$ cat config.mk
export PLATFORM = sky130hd
export DESIGN_NAME = pc_flow_ctrl_flat
export DESIGN_NICKNAME = d
export VERILOG_FILES = /design/src/rtl/pc_flow_ctrl_if.sv /design/src/rtl/pc_flow_ctrl.sv /design/src/flat_wrapper.sv
export SDC_FILE = /design/constraint.sdc
export NUM_CORES = 1
export LEC_CHECK = 0
export CAP_MARGIN = 20
export CORE_UTILIZATION = 40
export DETAILED_ROUTE_END_ITERATION = 10
export PLACE_DENSITY_LB_ADDON = 0.25
export REMOVE_ABC_BUFFERS = 1
export SLEW_MARGIN = 20
export SYNTH_ARGS = -nofsm -noshare
export SYNTH_HDL_FRONTEND = slang
export SYNTH_SLANG_ARGS = --single-unit
$ cat constraint.sdc
create_clock -name clk -period 9.5 [get_ports clk]
set_input_delay 1.425 -clock clk [delete_from_list [all_inputs] [get_ports clk]]
set_output_delay 1.425 -clock clk [all_outputs]
set_load 0.01 [all_outputs]
$ cat src/rtl/pc_flow_ctrl_if.sv
// ---------------------------------------------------------------------------
// pc_flow_ctrl_if
// Bundle of the signals between the instruction decoder / PC register and
// the program-counter flow sequencer.
//   master modport : decoder/PC side. It drives the run/halt/stall controls,
//                    the decoded op and its operands, and reads the PC
//                    controls and status.
//   slave modport  : sequencer side (pc_flow_ctrl).
// Signals
//   run, halt_req, mem_wait           execution control
//   instr_valid, op_jump, op_jz,
//   op_call, op_ret, zero_flag        decoded instruction and condition
//   target[15:0], cur_pc[15:0]        jump target and current instruction address
//   pc_load, pc_addr[15:0], pc_hold   PC control (PC <= pc_addr+1 on load)
//   state[1:0]                        IDLE=00 RUN=01 WAIT=10 HALT=11
//   stack_ovf, stack_unf              sticky stack error flags
//   retired[15:0]                     executed instruction counter
// ---------------------------------------------------------------------------
interface pc_flow_ctrl_if;
    logic        run;
    logic        halt_req;
    logic        mem_wait;
    logic        instr_valid;
    logic        op_jump;
    logic        op_jz;
    logic        zero_flag;
    logic        op_call;
    logic        op_ret;
    logic [15:0] target;
    logic [15:0] cur_pc;
    logic        pc_load;
    logic [15:0] pc_addr;
    logic        pc_hold;
    logic [1:0]  state;
    logic        stack_ovf;
    logic        stack_unf;
    logic [15:0] retired;

    modport master (
        output run, halt_req, mem_wait, instr_valid,
               op_jump, op_jz, zero_flag, op_call, op_ret,
               target, cur_pc,
        input  pc_load, pc_addr, pc_hold, state,
               stack_ovf, stack_unf, retired
    );

    modport slave (
        input  run, halt_req, mem_wait, instr_valid,
               op_jump, op_jz, zero_flag, op_call, op_ret,
               target, cur_pc,
        output pc_load, pc_addr, pc_hold, state,
               stack_ovf, stack_unf, retired
    );
endinterface

$ cat src/rtl/pc_flow_ctrl.sv
// ---------------------------------------------------------------------------
// pc_flow_ctrl
// Program-counter flow sequencer. Each cycle it decides whether the 16-bit PC
// advances, holds or loads a new target. Handles jumps, zero-conditional
// jumps, call/return through an internal return-address stack, memory-wait
// stalls and halt.
// PC contract: pc_load=1 -> PC becomes pc_addr+1 at the next edge; otherwise
// PC holds when pc_hold=1 and increments when pc_hold=0. That is why every
// load address is presented as "destination - 1".
// Ports
//   clk     in  rising-edge clock
//   reset   in  asynchronous, active-high reset
//   bus     slave modport of pc_flow_ctrl_if (controls, op, PC outputs, status)
// Parameter
//   STACK_DEPTH  return-address stack entries (power of 2, 2..64)
// ---------------------------------------------------------------------------
module pc_flow_ctrl #(
    parameter int STACK_DEPTH = 8
) (
    input  logic            clk,
    input  logic            reset,
    pc_flow_ctrl_if.slave   bus
);
    localparam int AW  = $clog2(STACK_DEPTH);
    // One extra bit so the pointer can represent "full" (sp == STACK_DEPTH).
    localparam int SPW = AW + 1;
    localparam logic [SPW-1:0] SP_FULL = SPW'(STACK_DEPTH);

    typedef enum logic [1:0] {
        ST_IDLE = 2'b00,
        ST_RUN  = 2'b01,
        ST_WAIT = 2'b10,
        ST_HALT = 2'b11
    } state_t;

    state_t          state_reg, state_next;
    logic [SPW-1:0]  sp_reg, sp_next;
    logic            ovf_reg, ovf_next;
    logic            unf_reg, unf_next;
    logic [15:0]     retired_reg, retired_next;

    // Return-address storage. The top is read combinationally because a ret
    // must present the popped address in the same cycle it is decoded.
    logic [15:0]     stack_mem [STACK_DEPTH];
    logic [AW-1:0]   top_idx;
    logic            push_en;
    logic [15:0]     push_data;

    logic            load;
    logic [15:0]     addr;
    logic            hold;

    // When full, the low bits wrap to 0 and 0-1 gives STACK_DEPTH-1, which is
    // exactly the top entry, so no special case is needed.
    assign top_idx   = sp_reg[AW-1:0] - AW'(1);
    assign push_data = bus.cur_pc + 16'd1;

    // -----------------------------------------------------------------------
    // Next-state and PC-control decode
    // -----------------------------------------------------------------------
    always_comb begin
        state_next   = state_reg;
        sp_next      = sp_reg;
        ovf_next     = ovf_reg;
        unf_next     = unf_reg;
        retired_next = retired_reg;
        push_en      = 1'b0;
        load         = 1'b0;
        addr         = 16'h0000;
        hold         = 1'b1;

        case (state_reg)
            ST_IDLE: begin
                if (bus.run) begin
                    state_next = ST_RUN;
                end
            end

            ST_RUN: begin
                if (bus.halt_req) begin
                    state_next = ST_HALT;
                end else if (bus.mem_wait) begin
                    // The decoder re-presents the instruction once memory is
                    // ready, so nothing is retired or acted on here.
                    state_next = ST_WAIT;
                end else begin
                    hold = 1'b0;
                    if (bus.instr_valid) begin
                        retired_next = retired_reg + 16'd1;
                        if (bus.op_ret) begin
                            if (sp_reg == '0) begin
                                // Freeze at the faulting instruction.
                                unf_next   = 1'b1;
                                state_next = ST_HALT;
                                hold       = 1'b1;
                            end else begin
                                sp_next = sp_reg - SPW'(1);
                                load    = 1'b1;
                                addr    = stack_mem[top_idx] - 16'd1;
                            end
                        end else if (bus.op_call) begin
                            if (sp_reg == SP_FULL) begin
                                ovf_next   = 1'b1;
                                state_next = ST_HALT;
                                hold       = 1'b1;
                            end else begin
                                push_en = 1'b1;
                                sp_next = sp_reg + SPW'(1);
                                load    = 1'b1;
                                addr    = bus.target - 16'd1;
                            end
                        end else if (bus.op_jz) begin
                            if (bus.zero_flag) begin
                                load = 1'b1;
                                addr = bus.target - 16'd1;
                            end
                        end else if (bus.op_jump) begin
                            load = 1'b1;
                            addr = bus.target - 16'd1;
                        end
                    end
                end
            end

            ST_WAIT: begin
                if (bus.halt_req) begin
                    state_next = ST_HALT;
                end else if (!bus.mem_wait) begin
                    state_next = ST_RUN;
                end
            end

            default: begin
                // HALT: only reset leaves; stack and flags are kept for debug.
                state_next = ST_HALT;
            end
        endcase

        if (load) begin
            hold = 1'b0;
        end
    end

    // -----------------------------------------------------------------------
    // State registers
    // -----------------------------------------------------------------------
    always_ff @(posedge clk or posedge reset) begin
        if (reset) begin
            state_reg   <= ST_IDLE;
            sp_reg      <= '0;
            ovf_reg     <= 1'b0;
            unf_reg     <= 1'b0;
            retired_reg <= 16'h0000;
        end else begin
            state_reg   <= state_next;
            sp_reg      <= sp_next;
            ovf_reg     <= ovf_next;
            unf_reg     <= unf_next;
            retired_reg <= retired_next;
        end
    end

    // Stack contents need no reset: emptiness is tracked by sp alone.
    always_ff @(posedge clk) begin
        if (push_en) begin
            stack_mem[sp_reg[AW-1:0]] <= push_data;
        end
    end

    // -----------------------------------------------------------------------
    // Outputs. Reset gates the combinational PC controls directly so a
    // pending load is dropped the moment reset rises, not at the next edge.
    // -----------------------------------------------------------------------
    assign bus.pc_load   = reset ? 1'b0     : load;
    assign bus.pc_addr   = reset ? 16'h0000 : addr;
    assign bus.pc_hold   = reset ? 1'b1     : hold;
    assign bus.state     = state_reg;
    assign bus.stack_ovf = ovf_reg;
    assign bus.stack_unf = unf_reg;
    assign bus.retired   = retired_reg;

endmodule
$ cat src/flat_wrapper.sv
// flat-port wrapper written by rule: the top's interface ports become plain ports
module pc_flow_ctrl_flat 
#(
    parameter int STACK_DEPTH = 8
)
  (clk, reset, bus_run, bus_halt_req, bus_mem_wait, bus_instr_valid, bus_op_jump, bus_op_jz, bus_zero_flag, bus_op_call, bus_op_ret, bus_target, bus_cur_pc, bus_pc_load, bus_pc_addr, bus_pc_hold, bus_state, bus_stack_ovf, bus_stack_unf, bus_retired);
  pc_flow_ctrl_if bus_i ();
  input  logic clk;
  input  logic reset;
  input wire logic [$bits(bus_i.run)-1:0] bus_run;
  input wire logic [$bits(bus_i.halt_req)-1:0] bus_halt_req;
  input wire logic [$bits(bus_i.mem_wait)-1:0] bus_mem_wait;
  input wire logic [$bits(bus_i.instr_valid)-1:0] bus_instr_valid;
  input wire logic [$bits(bus_i.op_jump)-1:0] bus_op_jump;
  input wire logic [$bits(bus_i.op_jz)-1:0] bus_op_jz;
  input wire logic [$bits(bus_i.zero_flag)-1:0] bus_zero_flag;
  input wire logic [$bits(bus_i.op_call)-1:0] bus_op_call;
  input wire logic [$bits(bus_i.op_ret)-1:0] bus_op_ret;
  input wire logic [$bits(bus_i.target)-1:0] bus_target;
  input wire logic [$bits(bus_i.cur_pc)-1:0] bus_cur_pc;
  output wire logic [$bits(bus_i.pc_load)-1:0] bus_pc_load;
  output wire logic [$bits(bus_i.pc_addr)-1:0] bus_pc_addr;
  output wire logic [$bits(bus_i.pc_hold)-1:0] bus_pc_hold;
  output wire logic [$bits(bus_i.state)-1:0] bus_state;
  output wire logic [$bits(bus_i.stack_ovf)-1:0] bus_stack_ovf;
  output wire logic [$bits(bus_i.stack_unf)-1:0] bus_stack_unf;
  output wire logic [$bits(bus_i.retired)-1:0] bus_retired;
  assign bus_i.run = bus_run;
  assign bus_i.halt_req = bus_halt_req;
  assign bus_i.mem_wait = bus_mem_wait;
  assign bus_i.instr_valid = bus_instr_valid;
  assign bus_i.op_jump = bus_op_jump;
  assign bus_i.op_jz = bus_op_jz;
  assign bus_i.zero_flag = bus_zero_flag;
  assign bus_i.op_call = bus_op_call;
  assign bus_i.op_ret = bus_op_ret;
  assign bus_i.target = bus_target;
  assign bus_i.cur_pc = bus_cur_pc;
  assign bus_pc_load = bus_i.pc_load;
  assign bus_pc_addr = bus_i.pc_addr;
  assign bus_pc_hold = bus_i.pc_hold;
  assign bus_state = bus_i.state;
  assign bus_stack_ovf = bus_i.stack_ovf;
  assign bus_stack_unf = bus_i.stack_unf;
  assign bus_retired = bus_i.retired;
  pc_flow_ctrl #(.STACK_DEPTH(STACK_DEPTH)) u_core (.clk(clk), .reset(reset), .bus(bus_i));
endmodule
# After elaboration in Yosys (flattened, before gate mapping)
# Memory sizes are Yosys's and may differ from the RTL's.
# Index checks and enable logic that the tools add are counted.
[op_classes]
n_addsub = 7
n_eq_ne = 11
muxes = 57
bitwise = 3
reduce_logical = 8
[ops]
columns = ["operator", "count"]
rows = [
  ["two-way mux 16 bit", 12],
  ["adder 16 x 1 -> 16 bit, second input constant", 2],
  ["subtractor 16 x 1 -> 16 bit, second input constant", 2],
  ["two-way mux 1 bit", 30],
  ["two-way mux 2 bit", 10],
  ["two-way mux 4 bit", 4],
  ["AND reduction 7 bit", 2],
  ["AND reduction 6 bit", 2],
  ["!= test 5 x 4 -> 1 bit, second input constant", 2],
  ["!= test 2 bit, second input constant", 3],
  ["one-hot mux 2 bit (3 select lines)", 1],
  ["!= test 5 bit, second input constant", 1],
  ["adder 4 x 1 -> 4 bit, second input constant", 1],
  ["== test 4 bit, second input constant", 1],
  ["logical NOT 4 bit", 1],
  ["!= test 4 bit, second input constant", 1],
  ["AND reduction 4 bit", 1],
  ["subtractor 4 x 1 -> 4 bit, second input constant", 1],
  ["!= test 3 bit, second input constant", 1],
  ["NOT 1 bit", 3],
  ["subtractor 3 x 1 -> 3 bit, second input constant", 1],
  ["== test 2 x 1 -> 1 bit, second input constant", 1],
  ["== test 2 bit, second input constant", 1],
  ["logical NOT 2 bit", 1],
  ["nonzero test 2 bit", 1],
]
[totals]
regBits = 24
ramBits = 128
input_bits = 43
output_inout_bits = 38
elab_cells = 92
mem_count = 1
[mem_list]
columns = ["memory", "depth", "width", "rd", "rd_clocked_by_memory_dff", "write_ports", "line", "source"]
rows = [
  ["u_core.stack_mem", 8, 16, 1, 0, 1, "pc_flow_ctrl.sv:44", "logic [15:0] stack_mem [STACK_DEPTH];"],
]

# Longest topological paths before layout
# Gate-level depths: netlist (run 1).
[depth]
word_depth = 10
mapped_depth = 16
ltp_nobuf = 11

# Worst setup path before layout (run 1)
# OpenSTA, ideal clock, no wires.
[synth_path]
kind = "reg-to-output"
startpoint = "register u_core.sp_reg[0]"
endpoint = "output bus_pc_addr[14]"
t_arrival_ns = 3.818
required_time_ns = 8.075
slack_ns = 4.257
stages_incl_launch_ff = 16
n_path_buf = 6
cell_sequence = "dfrtp_1 -> clkinv_1 -> buf_2 -> ha_1 -> buf_2 -> buf_6 -> buf_2 -> buf_2 -> buf_2 -> mux4_2 -> mux2i_1 -> ha_1 -> nand3_1 -> nor4_1 -> mux2_2 -> o22ai_1"
[synth_via]
elab_chain_cells = 10
elab_cells_between_ends = 14
cone_classes = "2 x add/sub; 1 x eq/ne; 9 x mux; 1 x reduce/logical; 1 x memory"
[synth_lines]
columns = ["element", "line", "source"]
rows = [
  ["start: declaration", "pc_flow_ctrl.sv:37", "logic [SPW-1:0] sp_reg, sp_next;"],
  ["start signal: assignment", "pc_flow_ctrl.sv:156", "sp_reg <= sp_next;"],
  ["subtractor 3 x 1 -> 3 bit", "pc_flow_ctrl.sv:55", "assign top_idx = sp_reg[AW-1:0] - AW'(1);"],
  ["named net u_core.top_idx[0]", "pc_flow_ctrl.sv:45", "logic [AW-1:0] top_idx;"],
  ["memory (8 x 16 bit)", "--", ""],
  ["subtractor 16 x 1 -> 16 bit", "pc_flow_ctrl.sv:99", "addr = stack_mem[top_idx] - 16'd1;"],
  ["two-way mux 16 bit", "pc_flow_ctrl.sv:91", "if (sp_reg == '0) begin"],
  ["two-way mux 16 bit", "pc_flow_ctrl.sv:90", "if (bus.op_ret) begin"],
  ["two-way mux 16 bit", "pc_flow_ctrl.sv:88", "if (bus.instr_valid) begin"],
  ["two-way mux 16 bit", "pc_flow_ctrl.sv:82", "end else if (bus.mem_wait) begin"],
  ["two-way mux 16 bit", "pc_flow_ctrl.sv:80", "if (bus.halt_req) begin"],
  ["two-way mux 16 bit", "pc_flow_ctrl.sv:72", "case (state_reg)"],
  ["two-way mux 16 bit", "pc_flow_ctrl.sv:175", "assign bus.pc_addr = reset ? 16'h0000 : addr;"],
  ["end: declaration", "flat_wrapper.sv:22", "output wire logic [$bits(bus_i.pc_addr)-1:0] bus_pc_addr;"],
]
# The timed path passes the listed nets, and every way through them passes these cells.

# Final worst setup path (run 1)
[layout_path]
startpoint = "register u_core.sp_reg[0]"
endpoint = "output bus_pc_addr[14]"
[layout_via]
elab_chain_cells = 10
elab_cells_between_ends = 14
cone_classes = "2 x add/sub; 1 x eq/ne; 9 x mux; 1 x reduce/logical; 1 x memory"
[layout_lines]
columns = ["element", "line"]
rows = [
  ["subtractor 3 x 1 -> 3 bit", "pc_flow_ctrl.sv:55"],
  ["memory (8 x 16 bit)", "--"],
  ["subtractor 16 x 1 -> 16 bit", "pc_flow_ctrl.sv:99"],
  ["two-way mux 16 bit", "pc_flow_ctrl.sv:91"],
  ["two-way mux 16 bit (*)", "pc_flow_ctrl.sv:90"],
  ["two-way mux 16 bit (*)", "pc_flow_ctrl.sv:88"],
  ["two-way mux 16 bit (*)", "pc_flow_ctrl.sv:82"],
  ["two-way mux 16 bit (*)", "pc_flow_ctrl.sv:80"],
  ["two-way mux 16 bit (*)", "pc_flow_ctrl.sv:72"],
  ["two-way mux 16 bit (*)", "pc_flow_ctrl.sv:175"],
]
# Every way passes the cells marked *; elsewhere a longest branch is shown, timed or not.

==> results.md, run 1 <==
* Status: complete, but fails checks
* Violated checks: design-rule violations
* Finish-stage setup viols at 0
* Final Cycle Share at between 70 and 80%
* CP max FO at just over 70
* Die Ht at 139 um
* CP endpoint kind: output port
* Leak Pwr at 3.15 nW
* TritonCTS clock tree: yes
* Nets at 680
* Area leader, netlist: edfxtp_1
* Number of enable flip-flop cells after synthesis at 128
* Initial core utilization at 41.4%
* DR vias/cell at 5.59
* Postcts setup bufs at 0
* Worst-skew pair later-pin latency at 0.42 ns
* Total Wirelength at between 15000 and 20000 um
* PwrDens at 268 nW/um^2
* Vias at 4863
* Crit path required time at 8.08 ns
* RSZ-0062 raised after global routing: no
* Switching power at roughly 0.00088 W
* Placed cells at about 840
* Period minus WS final at roughly 7.3 ns
* Cell chain of the critical path: buf_4 -> clkinv_1 -> ha_2 -> buf_4 -> mux4_2 -> mux2i_1 -> ha_1 -> nand3_1 -> nor4_1 -> mux2_2 -> o22ai_1 -> clkdlybuf4s50_1
* Synthesized instance count at 540
* Total Routing Usage GR at 18.7%
* Seq/Total Area, Yosys at roughly 59%
* Reg area at 4440 sq um
* Slowest CP cell: clkinv_1
* Final Wtd Congestion at 0.847
* Syn Std Cell Area at 7530 sq um
* Reg clk slew, reported paths at 0.07 ns
* Top cell type's share of synthesized area at about half
* Max Cap Viol at 0
* Largest net degree at the start of global routing at 73
* Combinational Power Share at 41.5%
* Main synth FF type: edfxtp_1
* IO Pins at 81
* Share of post-route cells with drive strength above 1 at 14.4%
* Overflow after GRT at 0
* Post-DRT Antenna Nets at 0
* CP dominant cell by count: buf_4
* Critical path class: flip-flop to output port
* Least-Margin Pin Slew at approximately 1.1 ns
* First-pass GRT wire length at about 27000 um
* Worst Hold Class: flip-flop to flip-flop
* Share of synthesized flip-flops with an asynchronous set or reset at 15.8%
* Fmax at 136 MHz
* CTS resizes at 0
* Die area at 19400 sq um
* Number of diodes at 0
* Cts hold-fix bufs at 0
* Clock sink total at about 150
* Clock share of power at 27.3%
* Sequential share of power at 31.2%
* Iter 0 DRT Violations at 318
* DP Wirelength at 11800 um
* Unique cell type count in the Yosys netlist at 56
* Seq cells post-synth at 152
* Largest register FFs at about 130
* Vias in the first global route at 4831
* H-tree levels at 4
* P&R area growth vs syn at 22.4%
* Port Buffers at 80
* Clk_skew at 0.00947 ns
* Pins Over Slew Limit at 0
* Synth cell count leaders: edfxtp_1 (128), nor2_1 (46), xnor2_1 (40), nand2_1 (30), mux4_2 (29)
* Fin cells at 870
* Max Buffers Root-to-Sink at 2
* Post-DR wirelength/cell at 20.0 um
* CP peak stage delay at ~0.8 ns
* Initial antenna violation count at 0
* TritonCTS buffer count at 17
* Fillers at 1536
* Setup TNS at 0 ns
* Avg Cell Area, Syn at 13.9 sq um
* Data arrival, critical path at 5.90 ns
* P_int at 0.00159 W
* YS warnings at 0
* Synth top area cells: edfxtp_1 (51%), mux4_2 (8.7%), dfrtp_1 (8.0%)
* Max transition margin at 28.9%
* Root Driver: clkbuf_16
* # DRC at 15
* CP startpoint kind: flip-flop
* Core area at around 18000 sq um
* # rows at 49
* Multi-input gate area at 2920 sq um
* Net Sw Frac at 35.8%
* Most common cell in the netlist: edfxtp_1
* Drt first pass iters at 9
* Final hold violations at 0
* Max VDD drop at 0.205 mV
* Die Wd at about 140 um
## power groups by stage
stage / Combinational (W) / Clock [W] / Sequential, W
4_1_cts: 0.00103 / 0.000682 / 0.000769
5_1_grt: 0.00111 / 0.000711 / 0.000772
6_report: 0.00102 / 0.000674 / 0.000770
2_1_floorplan: 0.000748 / 0 / 0.000797
3_5_place_dp: 0.00102 / 0 / 0.000783
3_3_place_gp: 0.00101 / 0 / 0.000782
## stage by stage
step / utilization [%] / worst slack, ns / hold slack (ns) / total power [W] / cell area, sq um
global placement: 47.1 / 2.65 / 0.456 / 0.00179 / 8580
floorplan: - / 2.42 / 0.503 / 0.00155 / 7380
CTS: 50.4 / 2.02 / 0.478 / 0.00248 / 9180
finish: 50.6 / 2.17 / 0.469 / 0.00247 / 9220
detailed placement: 47.1 / 2.51 / 0.463 / 0.00180 / 8580
global route: 50.6 / 1.75 / 0.490 / 0.00259 / 9220
## layer usage
metal  vias to the layer above  global-route usage (%)  part of all wire (%)
met1                      2389                    24.4                    45
met2                       191                    30.5                    47
met4                         0                    7.25                   2.0
met3                        24                    4.18                   5.8
met5                         -                       0                     0
li1                       2259                       -                     -
## placed cells by master (no fill, tap or decap), drive strengths merged, types with 13 or more instances in the layout
cell type,n
a2111oi,13
clkbuf,17
clkdlybuf4s50,80
dfrtp,24
edfxtp,128
inv,16
mux2i,23
mux4,29
nand2,30
nand3,19
nor2,46
nor3,28
xnor2,41
xor2,18
## cells by family after synthesis
logic type      synth area share [%]
xor+xnor                        7.06
buf+inv                         2.64
compound gates                  5.28
simple gates                    11.5
fa+ha+maj                       1.60
flops                           59.0
mux                             12.9
## worst max-delay path, delay by kind of cell, from the launching register on
kind | cells | cell delay [ns]
multiplexers | 3 | 1.03
AO/OA/AOI/OAI | 1 | 0.17
AND/OR/NAND/NOR | 2 | 0.61
adder cells (fa/ha/maj) | 2 | 0.90
flip-flops | 1 | 0.32
buffers and inverters | 4 | 2.45
## worst paths after layout
check                                                    from                                 end  slack (ns)  cells after the start
max                              u_core.sp_reg[0]$_DFFE_PP0P_                     bus_pc_addr[14]        2.17                     12
min                        u_core.bus.retired[15]$_DFFE_PP0P_  u_core.bus.retired[15]$_DFFE_PP0P_        0.47                      1
max reg2reg                      u_core.sp_reg[0]$_DFFE_PP0P_   u_core.stack_mem[0][12]$_DFFE_PP_        5.50                      7
min reg2reg                u_core.bus.retired[15]$_DFFE_PP0P_  u_core.bus.retired[15]$_DFFE_PP0P_        0.47                      1
max in group asynchronous                               reset   u_core.bus.retired[5]$_DFFE_PP0P_        7.78                      3
min in group asynchronous                               reset        u_core.sp_reg[3]$_DFFE_PP0P_        1.32                      2
## cell type report
| type | count | area share [%] |
|---|---|---|
| clock buffers | 17 | 4.61 |
| well taps | 229 | 3.11 |
| inverters | 14 | 0.570 |
| repair buffers | 92 | 9.96 |
| clock inverters | 15 | 1.83 |
| flip-flops and latches | 152 | 48.2 |
| multi-input cells | 351 | 31.7 |
Note: power is estimated with default switching activity, not from simulation.
==> inputs of run 2 (changes only) <==
==> constraint.sdc (replaced) <==
create_clock -name clk -period 6.2 [get_ports clk]
set_input_delay 0.93 -clock clk [delete_from_list [all_inputs] [get_ports clk]]
set_output_delay 0.93 -clock clk [all_outputs]
set_load 0.01 [all_outputs]
==> results.md, run 2 (same netlist as run 1, synthesis figures left out) <==
* Initial antenna violation count at 0 (unchanged)
* Pins Over Slew Limit at 0 (unchanged)
* Period minus WS final at 5.69 ns
* Dpl cell area at 8610 sq um (+0.28%)
* RSZ-0062 raised after global routing: no
* Post-DRT Antenna Nets at 0 (unchanged)
* DR vias/cell at 5.61 (+0.45%)
* # DRC at 15 (unchanged)
* Fmax at about 180 MHz
* Number of diodes at 0 (unchanged)
* Reg area at 4440 sq um (unchanged)
* Max transition margin at 29.6% (+0.74 points)
* Total power at 0.00376 W (+52%)
* Cts hold-fix bufs at 0 (unchanged)
* Port Buffers at 80 (unchanged)
* Max Buffers Root-to-Sink at 2 (unchanged)
* Core area at 18200 sq um (unchanged)
* Nets at 682 (+0.29%)
* CP endpoint kind: output port
* Total Wirelength at 17800 um (+2.1%)
* Reg clk slew, reported paths at 0.06 ns (about the same)
* Share of post-route cells with drive strength above 1 at 14.6% (+0.27 points)
* Vias at 4896 (+0.68%)
* Finish-stage setup viols at 0 (unchanged)
* Most frequent cells in the layout: edfxtp_1 (128), clkdlybuf4s50_1 (80), nor2_1 (46)
* Die Ht at 139 um (unchanged)
* Initial core utilization at 41.4% (unchanged)
* # rows at 49 (unchanged)
* Worst Hold Class: flip-flop to flip-flop
* Largest net degree at the start of global routing at 34 (-53%)
* IO Pins at 81 (unchanged)
* Max VDD drop at 0.212 mV (+3.4%)
* Final Util at 50.4% (-0.23 points)
* Setup TNS at 0 ns (unchanged)
* Worst-skew pair later-pin latency at 0.43 ns (about the same)
* Final Wtd Congestion at 0.855 (+0.92%)
* First-pass GRT wire length at 27600 um (+1.3%)
* Iter 0 DRT Violations at 454 (+43%)
* Fillers at 1496 (-2.6%)
* H-tree levels at 4 (unchanged)
* CP startpoint kind: flip-flop
* Drt first pass iters at 10 (+1)
* Final Cycle Share at 91.7%
* Cell area after layout at 9180 sq um (-0.46%)
* Die area at 19400 sq um (unchanged)
* Largest register FFs at 128 (unchanged)
* Die Wd at 139 um (unchanged)
* Vias in the first global route at 4886 (+1.1%)
* DP Wirelength at 12100 um (+2.6%)
* Critical path class: flip-flop to output port
* CTS resizes at 0 (unchanged)
* TritonCTS buffer count at 17 (unchanged)
* Clock sink total at 152 (unchanged)
* Multi-input gate area at 2920 sq um (-0.21%)
* Overflow after GRT at 0 (unchanged)
* Leak Pwr at 3.14 nW (-0.43%)
* Total Routing Usage GR at 19.3% (+0.54 points)
* Clk_skew at 0.0142 ns (+0.00478 ns)
* PwrDens at 410 nW/um^2 (+53%)
* Violated checks: design-rule violations
* Slowest CP cell: ha_2
* CP max FO at 33 (-54%)
* Cell chain of the critical path: inv_1 -> ha_2 -> buf_4 -> nor2b_1 -> a2111oi_0 -> a211o_1 -> nand3_1 -> nor3_4 -> mux2_2 -> o22ai_1 -> clkdlybuf4s50_1
* Data arrival, critical path at 4.76 ns (-1.14 ns)
* Least-Margin Pin Slew at 1.05 ns (-0.0111 ns)
* P&R area growth vs syn at 21.9%
* Commonest non-fill, non-tap cell in the layout: edfxtp_1
* Post-DR wirelength/cell at 20.4 um (+1.9%)
* Crit path required time at 5.27 ns (-2.81 ns)
* CP peak stage delay at 0.80 ns (about the same)
* Final hold violations at 0 (unchanged)
* Root Driver: clkbuf_16
* TritonCTS clock tree: yes
* Max Cap Viol at 0 (unchanged)
* Status: complete, but fails checks
* Postcts setup bufs at 0 (unchanged)
## run 2: stage by stage
| step | setup WS (ns) | hold slack (ns) | instances |
|---|---|---|---|
| 2_1_floorplan | -0.382 | 0.503 | 517 |
| 3_3_place_gp | 1.15 | 0.452 | 840 |
| 3_5_place_dp | 1.00 | 0.455 | 840 |
| 4_1_cts | 0.535 | 0.469 | 872 |
| 5_1_grt | 0.212 | 0.473 | 872 |
| 6_report | 0.514 | 0.464 | 872 |
## run 2: metal layers
metal	GRT usage (%)	up-vias	share of wire [%]
li1	-	2257	-
met1	25.1	2422	44
met2	31.3	192	47
met3	4.97	25	6.9
met4	6.61	0	1.7
met5	0	-	0
## run 2: critical path: cells and delay by family, from the launching register on
kind	cells	cell delay, ns
AOI/OAI and AO/OA	3	0.92
muxes	1	0.36
buffers and inverters	3	1.19
DFF	1	0.52
adders and majority gates	1	0.80
and+or+nand+nor	3	0.50
## run 2: layout make-up
class	instances	share of cell area, %
clock inverters	15	1.58
well taps	229	3.12
multi-input cells	351	31.8
clock buffers	17	4.64
repair buffers	94	9.87
inverters	14	0.573
flip-flops and latches	152	48.4
## run 2: power breakdown
part | total (W) | internal [W] | switching, W
logic | 0.00160 | 0.000706 | 0.000891
registers | 0.00118 | 0.00113 | 0.0000461
clock network | 0.000986 | 0.000559 | 0.000426
## run 2: worst paths after layout
kind	startpoint	endpoint	slack [ns]	cells after the start
max in group asynchronous	reset	u_core.bus.state[1]$_DFFE_PP0P_	4.97	3
setup / recovery	u_core.sp_reg[1]$_DFFE_PP0P_	bus_pc_addr[13]	0.51	11
min in group asynchronous	reset	u_core.sp_reg[1]$_DFFE_PP0P_	0.97	3
hold reg to reg	u_core.bus.stack_ovf$_DFFE_PP0P_	u_core.bus.stack_ovf$_DFFE_PP0P_	0.46	1
hold / removal	u_core.bus.stack_ovf$_DFFE_PP0P_	u_core.bus.stack_ovf$_DFFE_PP0P_	0.46	1
setup reg to reg	u_core.bus.state[1]$_DFFE_PP0P_	u_core.stack_mem[3][5]$_DFFE_PP_	3.25	5
